File: src/rtl/updown_count_scheduler_if.sv
// Request/acknowledge and counter-control bundle shared between the up/down
// requesters and the scheduler that owns the counter's mode and enable.
interface updown_count_scheduler_if #(
    parameter int WIDTH  = 3,
    parameter int STEP_W = 3
);
    logic              up_req;
    logic [STEP_W-1:0] up_steps;
    logic              up_ack;
    logic              dn_req;
    logic [STEP_W-1:0] dn_steps;
    logic              dn_ack;
    logic              M;
    logic              cnt_en;
    logic              busy;
    logic              owner;
    logic              done;
    logic              sat;
    logic [WIDTH-1:0]  count;

    modport master (
        output up_req, up_steps, dn_req, dn_steps,
        input  up_ack, dn_ack, M, cnt_en, busy, owner, done, sat, count
    );

    modport slave (
        input  up_req, up_steps, dn_req, dn_steps,
        output up_ack, dn_ack, M, cnt_en, busy, owner, done, sat, count
    );
endinterface

File: src/rtl/updown_count_scheduler.sv
// Round-robin burst scheduler driving the mode and enable of a shared up/down
// counter, with a shadow count used to wrap or saturate at the counter limits.
module updown_count_scheduler #(
    parameter int WIDTH  = 3,
    parameter int STEP_W = 3,
    parameter bit WRAP   = 1'b1
) (
    input logic                   clk,
    input logic                   clear,
    updown_count_scheduler_if.slave bus
);

    typedef enum logic [1:0] {
        IDLE = 2'd0,
        RUN  = 2'd1,
        DONE = 2'd2
    } state_t;

    localparam logic [WIDTH-1:0]  COUNT_ONE = WIDTH'(1);
    localparam logic [STEP_W-1:0] STEP_ONE  = STEP_W'(1);

    state_t            state_q, state_d;
    logic [STEP_W-1:0] remaining_q, remaining_d;
    logic [WIDTH-1:0]  count_q, count_d;
    logic              mode_q, mode_d;
    logic              en_q, en_d;
    logic              busy_q, busy_d;
    logic              owner_q, owner_d;
    logic              done_q, done_d;
    logic              sat_q, sat_d;
    logic              up_ack_q, up_ack_d;
    logic              dn_ack_q, dn_ack_d;
    logic              grant_dn;
    logic [STEP_W-1:0] steps_sel;

    // A step is refused only in saturating mode, and only when it would cross the limit.
    function automatic logic blocked(input logic [WIDTH-1:0] value, input logic down);
        logic at_limit;
        at_limit = down ? (value == '0) : (value == '1);
        return (WRAP == 1'b0) && at_limit;
    endfunction

    always_ff @(posedge clk) begin
        if (clear) begin
            state_q     <= IDLE;
            remaining_q <= '0;
            count_q     <= '0;
            mode_q      <= 1'b0;
            en_q        <= 1'b0;
            busy_q      <= 1'b0;
            owner_q     <= 1'b1;
            done_q      <= 1'b0;
            sat_q       <= 1'b0;
            up_ack_q    <= 1'b0;
            dn_ack_q    <= 1'b0;
        end else begin
            state_q     <= state_d;
            remaining_q <= remaining_d;
            count_q     <= count_d;
            mode_q      <= mode_d;
            en_q        <= en_d;
            busy_q      <= busy_d;
            owner_q     <= owner_d;
            done_q      <= done_d;
            sat_q       <= sat_d;
            up_ack_q    <= up_ack_d;
            dn_ack_q    <= dn_ack_d;
        end
    end

    // Every output is registered, so the step issued in the next cycle is decided
    // here from the count and remaining values that this edge will produce.
    always_comb begin
        state_d     = state_q;
        remaining_d = remaining_q;
        count_d     = count_q;
        mode_d      = mode_q;
        owner_d     = owner_q;
        en_d        = 1'b0;
        busy_d      = busy_q;
        done_d      = 1'b0;
        sat_d       = 1'b0;
        up_ack_d    = 1'b0;
        dn_ack_d    = 1'b0;
        grant_dn    = 1'b0;
        steps_sel   = '0;

        if (en_q) begin
            count_d     = mode_q ? (count_q - COUNT_ONE) : (count_q + COUNT_ONE);
            remaining_d = remaining_q - STEP_ONE;
        end

        case (state_q)
            IDLE: begin
                busy_d = 1'b0;
                if (bus.up_req || bus.dn_req) begin
                    grant_dn    = (bus.up_req && bus.dn_req) ? ~owner_q : bus.dn_req;
                    steps_sel   = grant_dn ? bus.dn_steps : bus.up_steps;
                    owner_d     = grant_dn;
                    mode_d      = grant_dn;
                    busy_d      = 1'b1;
                    up_ack_d    = ~grant_dn;
                    dn_ack_d    = grant_dn;
                    remaining_d = steps_sel;
                    if (steps_sel == '0) begin
                        state_d = DONE;
                        done_d  = 1'b1;
                    end else if (blocked(count_q, grant_dn)) begin
                        state_d     = DONE;
                        done_d      = 1'b1;
                        sat_d       = 1'b1;
                        remaining_d = '0;
                    end else begin
                        state_d = RUN;
                        en_d    = 1'b1;
                    end
                end
            end
            RUN: begin
                if (remaining_d == '0) begin
                    state_d = DONE;
                    done_d  = 1'b1;
                end else if (blocked(count_d, mode_q)) begin
                    state_d     = DONE;
                    done_d      = 1'b1;
                    sat_d       = 1'b1;
                    remaining_d = '0;
                end else begin
                    en_d = 1'b1;
                end
            end
            DONE: begin
                state_d = IDLE;
                busy_d  = 1'b0;
            end
            default: begin
                state_d = IDLE;
                busy_d  = 1'b0;
            end
        endcase
    end

    assign bus.up_ack = up_ack_q;
    assign bus.dn_ack = dn_ack_q;
    assign bus.M      = mode_q;
    assign bus.cnt_en = en_q;
    assign bus.busy   = busy_q;
    assign bus.owner  = owner_q;
    assign bus.done   = done_q;
    assign bus.sat    = sat_q;
    assign bus.count  = count_q;

endmodule

File: src/flat_wrapper.sv
// flat-port wrapper written by rule: the top's interface ports become plain ports
module updown_count_scheduler_flat 
#(
    parameter int WIDTH  = 3,
    parameter int STEP_W = 3,
    parameter bit WRAP   = 1'b1
)
  (clk, clear, bus_up_req, bus_up_steps, bus_dn_req, bus_dn_steps, bus_up_ack, bus_dn_ack, bus_M, bus_cnt_en, bus_busy, bus_owner, bus_done, bus_sat, bus_count);
  updown_count_scheduler_if #(.WIDTH(WIDTH), .STEP_W(STEP_W)) bus_i ();
  input logic clk;
  input logic clear;
  input wire logic [$bits(bus_i.up_req)-1:0] bus_up_req;
  input wire logic [$bits(bus_i.up_steps)-1:0] bus_up_steps;
  input wire logic [$bits(bus_i.dn_req)-1:0] bus_dn_req;
  input wire logic [$bits(bus_i.dn_steps)-1:0] bus_dn_steps;
  output wire logic [$bits(bus_i.up_ack)-1:0] bus_up_ack;
  output wire logic [$bits(bus_i.dn_ack)-1:0] bus_dn_ack;
  output wire logic [$bits(bus_i.M)-1:0] bus_M;
  output wire logic [$bits(bus_i.cnt_en)-1:0] bus_cnt_en;
  output wire logic [$bits(bus_i.busy)-1:0] bus_busy;
  output wire logic [$bits(bus_i.owner)-1:0] bus_owner;
  output wire logic [$bits(bus_i.done)-1:0] bus_done;
  output wire logic [$bits(bus_i.sat)-1:0] bus_sat;
  output wire logic [$bits(bus_i.count)-1:0] bus_count;
  assign bus_i.up_req = bus_up_req;
  assign bus_i.up_steps = bus_up_steps;
  assign bus_i.dn_req = bus_dn_req;
  assign bus_i.dn_steps = bus_dn_steps;
  assign bus_up_ack = bus_i.up_ack;
  assign bus_dn_ack = bus_i.dn_ack;
  assign bus_M = bus_i.M;
  assign bus_cnt_en = bus_i.cnt_en;
  assign bus_busy = bus_i.busy;
  assign bus_owner = bus_i.owner;
  assign bus_done = bus_i.done;
  assign bus_sat = bus_i.sat;
  assign bus_count = bus_i.count;
  updown_count_scheduler #(.WIDTH(WIDTH), .STEP_W(STEP_W), .WRAP(WRAP)) u_core (.clk(clk), .clear(clear), .bus(bus_i));
endmodule
File: config.mk
export PLATFORM = sky130hd
export DESIGN_NAME = updown_count_scheduler_flat
export DESIGN_NICKNAME = d
export VERILOG_FILES = /design/src/rtl/updown_count_scheduler_if.sv /design/src/rtl/updown_count_scheduler.sv /design/src/flat_wrapper.sv
export SDC_FILE = /design/constraint.sdc
export NUM_CORES = 1
export LEC_CHECK = 0
export ABC_AREA = 1
export CORE_ASPECT_RATIO = 1.2
export CORE_UTILIZATION = 44
export CTS_CLUSTER_SIZE = 14
export DETAILED_ROUTE_END_ITERATION = 7
export GPL_TIMING_DRIVEN = 0
export PLACE_DENSITY = 0.83
export SLEW_MARGIN = 30
export SYNTH_ARGS = -nofsm -noshare
export SYNTH_HDL_FRONTEND = slang
export SYNTH_SLANG_ARGS = --single-unit
File: constraint.sdc
create_clock -name clk -period 1.6 [get_ports clk]
set_input_delay 0.16 -clock clk [delete_from_list [all_inputs] [get_ports clk]]
set_output_delay 0.16 -clock clk [all_outputs]
set_load 0.02 [all_outputs]
==> results of run 1 <==
==> kinds of logic (layout without fill, tap and decap cells) <==
group,after synthesis,in the layout,share of synthesized area
DFF,15,15,0.4356
other,1,1,0.005439
xor gates and xnor gates,2,2,0.02541
buffers and inverters,19,41,0.1089
AOI/OAI and AO/OA,16,16,0.1161
and+or+nand+nor,41,41,0.2613
adders and majority gates,2,2,0.04719
==> routing by layer <==
metal / wire (µm) / global-route usage / vias to the layer above / part of all wire
li1: - / - / 342 / -
met1: 505 / 0.2081 / 281 / 0.42
met2: 634 / 0.2881 / 23 / 0.52
met3: 49 / 0.04433 / 4 / 0.040
met4: 23 / 0.1286 / 0 / 0.019
met5: 0 / 0 / - / 0
==> how the worst max path moves through the flow <==
stage / start / end / slack [ns] / depth (start not counted)
detailed placement: u_core.bus.count[0] / u_core.bus.count[2] / 0.17 / 6
global route: u_core.bus.count[0] / u_core.bus.count[2] / 0.006 / 6
floorplan: u_core.bus.count[0] / u_core.bus.count[2] / 0.11 / 6
global placement: bus_up_req / u_core.state_q[0] / 0.20 / 8
CTS: u_core.bus.cnt_en / bus_cnt_en / 0.01 / 1
finish: u_core.bus.owner / bus_owner / 0.16 / 1
==> sequential cells by signal, summed over array words and instances, names as in the netlist <==
name                cells
u_core.remaining_q      3
u_core.bus.M            1
u_core.bus.count        3
u_core.bus.owner        1
u_core.state_q          2
u_core.bus.done         1
u_core.bus.up_ack       1
u_core.bus.busy         1
u_core.bus.dn_ack       1
u_core.bus.cnt_en       1
==> cell type report <==
type                    instances  area [µm²]  area share
repair buffers                 18       182.7      0.1984
plain buffers                   2       11.26     0.01223
multi-input cells              62       314.1      0.3410
inverters                      17       63.81     0.06929
flip-flops and latches         15       300.3      0.3261
clock inverters                 1       5.005    0.005435
clock buffers                   3       22.52     0.02446
well taps                      17       21.27     0.02310
==> per-stage QoR <==
stage / power [mW] / std cells
4_1_cts: 1.164 / 135
5_1_grt: 1.244 / 135
2_1_floorplan: 0.7921 / 96
3_5_place_dp: 0.9491 / 131
6_report: 1.149 / 135
3_3_place_gp: 0.9304 / 131
==> timing repair <==
action,4_1_cts,5_1_grt
resized for setup,0,2
setup endpoints to repair,0,2
setup buffers,0,0
==> power groups by stage <==
| stage | registers [mW] | logic (mW) | clock network [mW] |
|---|---|---|---|
| 5_1_grt | 0.500 | 0.505 | 0.239 |
| 3_3_place_gp | 0.498 | 0.433 | 0 |
| 4_1_cts | 0.492 | 0.451 | 0.221 |
| 6_report | 0.492 | 0.444 | 0.213 |
| 2_1_floorplan | 0.547 | 0.245 | 0 |
| 3_5_place_dp | 0.501 | 0.449 | 0 |
==> cells in the final DEF (no fill, tap or decap), types with 3 or more instances in the layout <==
cell and instances:
clkbuf_4 3, clkdlybuf4s50_1 17, dfxtp_1 15, nor2_1 6
o21ai_0 4, inv_1 16, nand2_1 25, nand3_1 5
a21oi_1 11
==> results.toml, run 1 <==
[layout]
fill_cells = 141
final_cell_area_um2 = 920.9
diodes = 0
drive_gt1_frac = 0.07627
nets = 131
syn2layout_area_growth_pct = 33.58
final_util = 0.6372

[place]
dpl_cell_area_um2 = 890.9
gp_congestion = 0.8808
io_buffers = 18
place_hpwl_um = 985.7
place_ws_ns = 0.1661

[critical_path]
critical_path.max_stage_delay_ns = 0.62
worstPathRequired_ns = 1.44
cp.arrival_ns = 1.28
reg2reg_from = "u_core.bus.count[0]"
ff2ff_path_depth = 6
worstPathCellList = "clkdlybuf4s50_1"
cp-end-kind = "primary output"
reg2reg_setup_slack_ns = 0.19
crit_type = "reg -> out"
slowest_stage = "clkdlybuf4s50_1"
critPathLaunchType = "flop"
cp_max_fo = 3
rr_endpoint = "u_core.bus.count[2]"
critPathTopFamily = "buffers and inverters"
crit_buf_inv = 1

[synth]
yosysWarnings = 0
synth-main-ff-cell = "dfxtp_1"
yosysMostFrequentCell = "nand2_1"
synth-seq-cells = 15
synth-edff-count = 0
syn_area_per_cell_um2 = 7.181
yosys-top-cells-area = "dfxtp_1, nand2_1, inv_1"
ys_types = 20
synth_fp_nets = 108
async_flop_share = 0
synthCells = 96
ys_seq_area_frac = 0.4356
synth_top_area_cell = "dfxtp_1"
synth_top_area_share = 0.4356
synth_area_um2 = 689.4
synth_commonest_cells = "nand2_1, inv_1, dfxtp_1, a21oi_1, nor2_1"

[floorplanning]
fp-row-count = 15
start_util = 0.4771
die_area_mm2 = 0.001730
ioPinCount = 21
die_w_um = 38.14
die_h_um = 45.36
fp.coreArea_mm2 = 0.001445

[global_routing]
antenna_found_initial = 0
grt_pass1_vias = 561
grt_pass1_wl_um = 2139
grt_max_degree = 10
grt_usage = 0.1812
overflow = 0

[timing]
fin_crit_sh = 0.9008
max_freq_mhz = 693.8
finalHoldViolCount = 0
hold_ws_ns = 0.2188
rsz0062_at_grt = "false"
setup_ws_ns = 0.1587
final-max-slew-violation-count = 0
fin_crit_ns = 1.441
finClkSkew_ns = 0.004894
setup_viol = 0
fin_tns_setup_ns = 0

[clock_network]
cts_hold_buf = 0
htreeDepth = 1
clock_path_buffers = 2
cts_tree = "done"
clock-root-buffer = "clkbuf_4"
clkTransAtPathRegs_ns = 0.09
cts.sinks = 15
clock_latency_ns = 0.28
cts_buffers = 3

[run]
cap_violations = 0

[power_and_ir_drop]
clkPwrFrac = 0.186
sequentialPowerShare = 0.428
ir_drop_mv = 0.7845
comb_power_share = 0.386
swShare = 0.3610
leakage_nw = 0.4414
pwr_density_cell_mw_per_mm2 = 1248
power_switching_mw = 0.4147
p_int_mw = 0.7341

[route]
final_antenna_net_count = 0
initialDrtViolationCount = 7
drc = 0
vias_per_cell = 4.815
vias = 650
totalWireLength_um = 1212
drtPass1Iterations = 4
wl_per_cell_um = 8.978

[outcome]
status = "complete, no violations"

[worst_hold_path]
min_from = "clear"
worstHoldPathCells = 2
min_to = "u_core.bus.busy"
worst_hold_path_type = "in -> reg"
(Power assumes the default switching activity.)
==> run 2, diff against run 1 <==
--- a/config.mk
+++ b/config.mk
@@ -8,7 +8,6 @@
 export ABC_AREA = 1
 export CORE_ASPECT_RATIO = 1.2
 export CORE_UTILIZATION = 44
-export CTS_CLUSTER_SIZE = 14
 export DETAILED_ROUTE_END_ITERATION = 7
 export GPL_TIMING_DRIVEN = 0
 export PLACE_DENSITY = 0.83
==> results of run 2 <==
The final DEF is identical to that of run 1; final timing and power are the same.
==> run 3, diff against run 2 <==
--- a/config.mk
+++ b/config.mk
@@ -7,10 +7,10 @@
 export LEC_CHECK = 0
 export ABC_AREA = 1
 export CORE_ASPECT_RATIO = 1.2
-export CORE_UTILIZATION = 44
+export CORE_UTILIZATION = 25
 export DETAILED_ROUTE_END_ITERATION = 7
 export GPL_TIMING_DRIVEN = 0
-export PLACE_DENSITY = 0.83
+export PLACE_DENSITY = 0.5
 export SLEW_MARGIN = 30
 export SYNTH_ARGS = -nofsm -noshare
 export SYNTH_HDL_FRONTEND = slang
==> run 3 against run 2 <==
Net effect:
- clock skew fell by 0.0033 ns
- worst hold slack got worse by 0.019 ns
- combinational power increased by 1%
- fmax decreased by 1.2%
- global-route usage decreased by 7.0 points
- critical path type unchanged
- critical endpoint is now bus_cnt_en
==> results.toml, run 3 (synthesis results as in run 1) <==
[global_routing]
grt_pass1_vias = 619
grt_max_degree = 9
overflow = 0
antenna_found_initial = 0
grt_usage = 0.1116
grt_pass1_wl_um = 2470

[layout]
diodes = 0
drive_gt1_frac = 0.07627
nets = 131
layout_common_cells = "nand2_1, clkdlybuf4s50_1, inv_1"
mostFrequentLayoutCell = "nand2_1"
syn2layout_area_growth_pct = 36.12
finalNonFillerCells = 151

[place]
placed_cells = 147
place_ws_ns = 0.1455
io_buffers = 18
gp_congestion = 0.7684
place_hpwl_um = 1122

[clock_network]
clock_latency_ns = 0.27
clock-root-buffer = "clkbuf_4"
clock_path_buffers = 2
cts_buffers = 3
cts_hold_buf = 0
cts.sinks = 15
clkTransAtPathRegs_ns = 0.09
htreeDepth = 1
post-cts-setup-buffers = 0
cts_tree = "done"
cts.repair.resized = 0

[critical_path]
cp.arrival_ns = 1.30
ff2ff_path_depth = 6
crit_type = "reg -> out"
cp_max_fo = 8
critPathTopFamily = "buffers and inverters"
slowest_stage = "clkdlybuf4s50_1"
critPathLaunchType = "flop"
worstPathCellList = "clkdlybuf4s50_1"
rr_endpoint = "u_core.bus.count[2]"
critical_path.max_stage_delay_ns = 0.62
startpoint = "u_core.bus.cnt_en"
cp-end-kind = "primary output"
crit_buf_inv = 1
reg2reg_from = "u_core.bus.count[0]"
reg2reg_setup_slack_ns = 0.19
cp.depth = 1
worstPathRequired_ns = 1.44

[worst_hold_path]
min_to = "u_core.bus.dn_ack"
worst_hold_path_type = "in -> reg"
min_from = "clear"
worstHoldPathCells = 2

[power_and_ir_drop]
swShare = 0.3619
p_total_mw = 1.158
ir_drop_mv = 0.4844
leakage_nw = 0.4257
comb_power_share = 0.388
clkPwrFrac = 0.187
pwr_density_cell_mw_per_mm2 = 1234
power_switching_mw = 0.4191
p_int_mw = 0.7390
sequentialPowerShare = 0.425

[timing]
finClkSkew_ns = 0.001601
finalHoldViolCount = 0
max_freq_mhz = 685.4
fin_crit_ns = 1.459
rsz0062_at_grt = "false"
setup_ws_ns = 0.1410
setup_viol = 0
fin_tns_setup_ns = 0
final-max-slew-violation-count = 0
fin_crit_sh = 0.9119

[route]
final_antenna_net_count = 0
wl_per_cell_um = 9.126
initialDrtViolationCount = 11
vias_per_cell = 4.106
vias = 620
drc = 0
totalWireLength_um = 1378
drtPass1Iterations = 4

[floorplanning]
start_util = 0.2675
die_w_um = 49.94
ioPinCount = 21
fp-row-count = 20
die_h_um = 59.53
die_area_mm2 = 0.002972
fp.coreArea_mm2 = 0.002577

[run]
cap_violations = 0

[outcome]
status = "complete, no violations"
[run 3: cell count changes in the layout (fill, tap and decap cells not counted), sizes merged]
cell           change
clkbuf             +1
dlymetal6s2s       -1
clkdlybuf4s50      +1
clkinv             -1
[run 3: stage by stage]
stage	hold slack (ns)	util	cell area (µm²)
after detailed placement	0.4588	0.3534	910.9
after floorplan	0.3919	-	689.4
final	0.1994	0.3641	938.4
after CTS	0.2041	0.3636	937.1
after global routing	0.2450	0.3641	938.4
after global placement	0.4555	0.3534	910.9
[run 3: area by class of cell]
cell class,instances,area (µm²)
Fill cell,280,1639
Timing Repair Buffer,18,180.2
Clock buffer,4,26.28
Multi-Input combinational cell,62,314.1
Inverter,17,63.81
Buffer,2,11.26
Sequential cell,15,301.5
Tap cell,33,41.29
[run 3: routing by layer]
metal,wire length (µm),GRT usage,up-vias
met4,0,0.03673,0
li1,-,-,338
met5,0,0,-
met1,634,0.1174,274
met2,715,0.2124,8
met3,28,0.03077,0
[run 3: worst max path at each step]
stage / end / slack (ns)
3_3_place_gp: u_core.state_q[0] / 0.16
6_report: bus_cnt_en / 0.14
3_5_place_dp: u_core.state_q[0] / 0.15
5_1_grt: u_core.bus.count[2] / 0.07
2_1_floorplan: u_core.bus.count[2] / 0.11
4_1_cts: bus_cnt_en / 0.03
[run 3: power by group through the flow]
stage	clock, mW	sequential [mW]	combinational (mW)
final	0.217	0.492	0.449
after global routing	0.235	0.503	0.512
after CTS	0.222	0.492	0.452
after detailed placement	0	0.502	0.450
after global placement	0	0.500	0.445
after floorplan	0	0.547	0.245
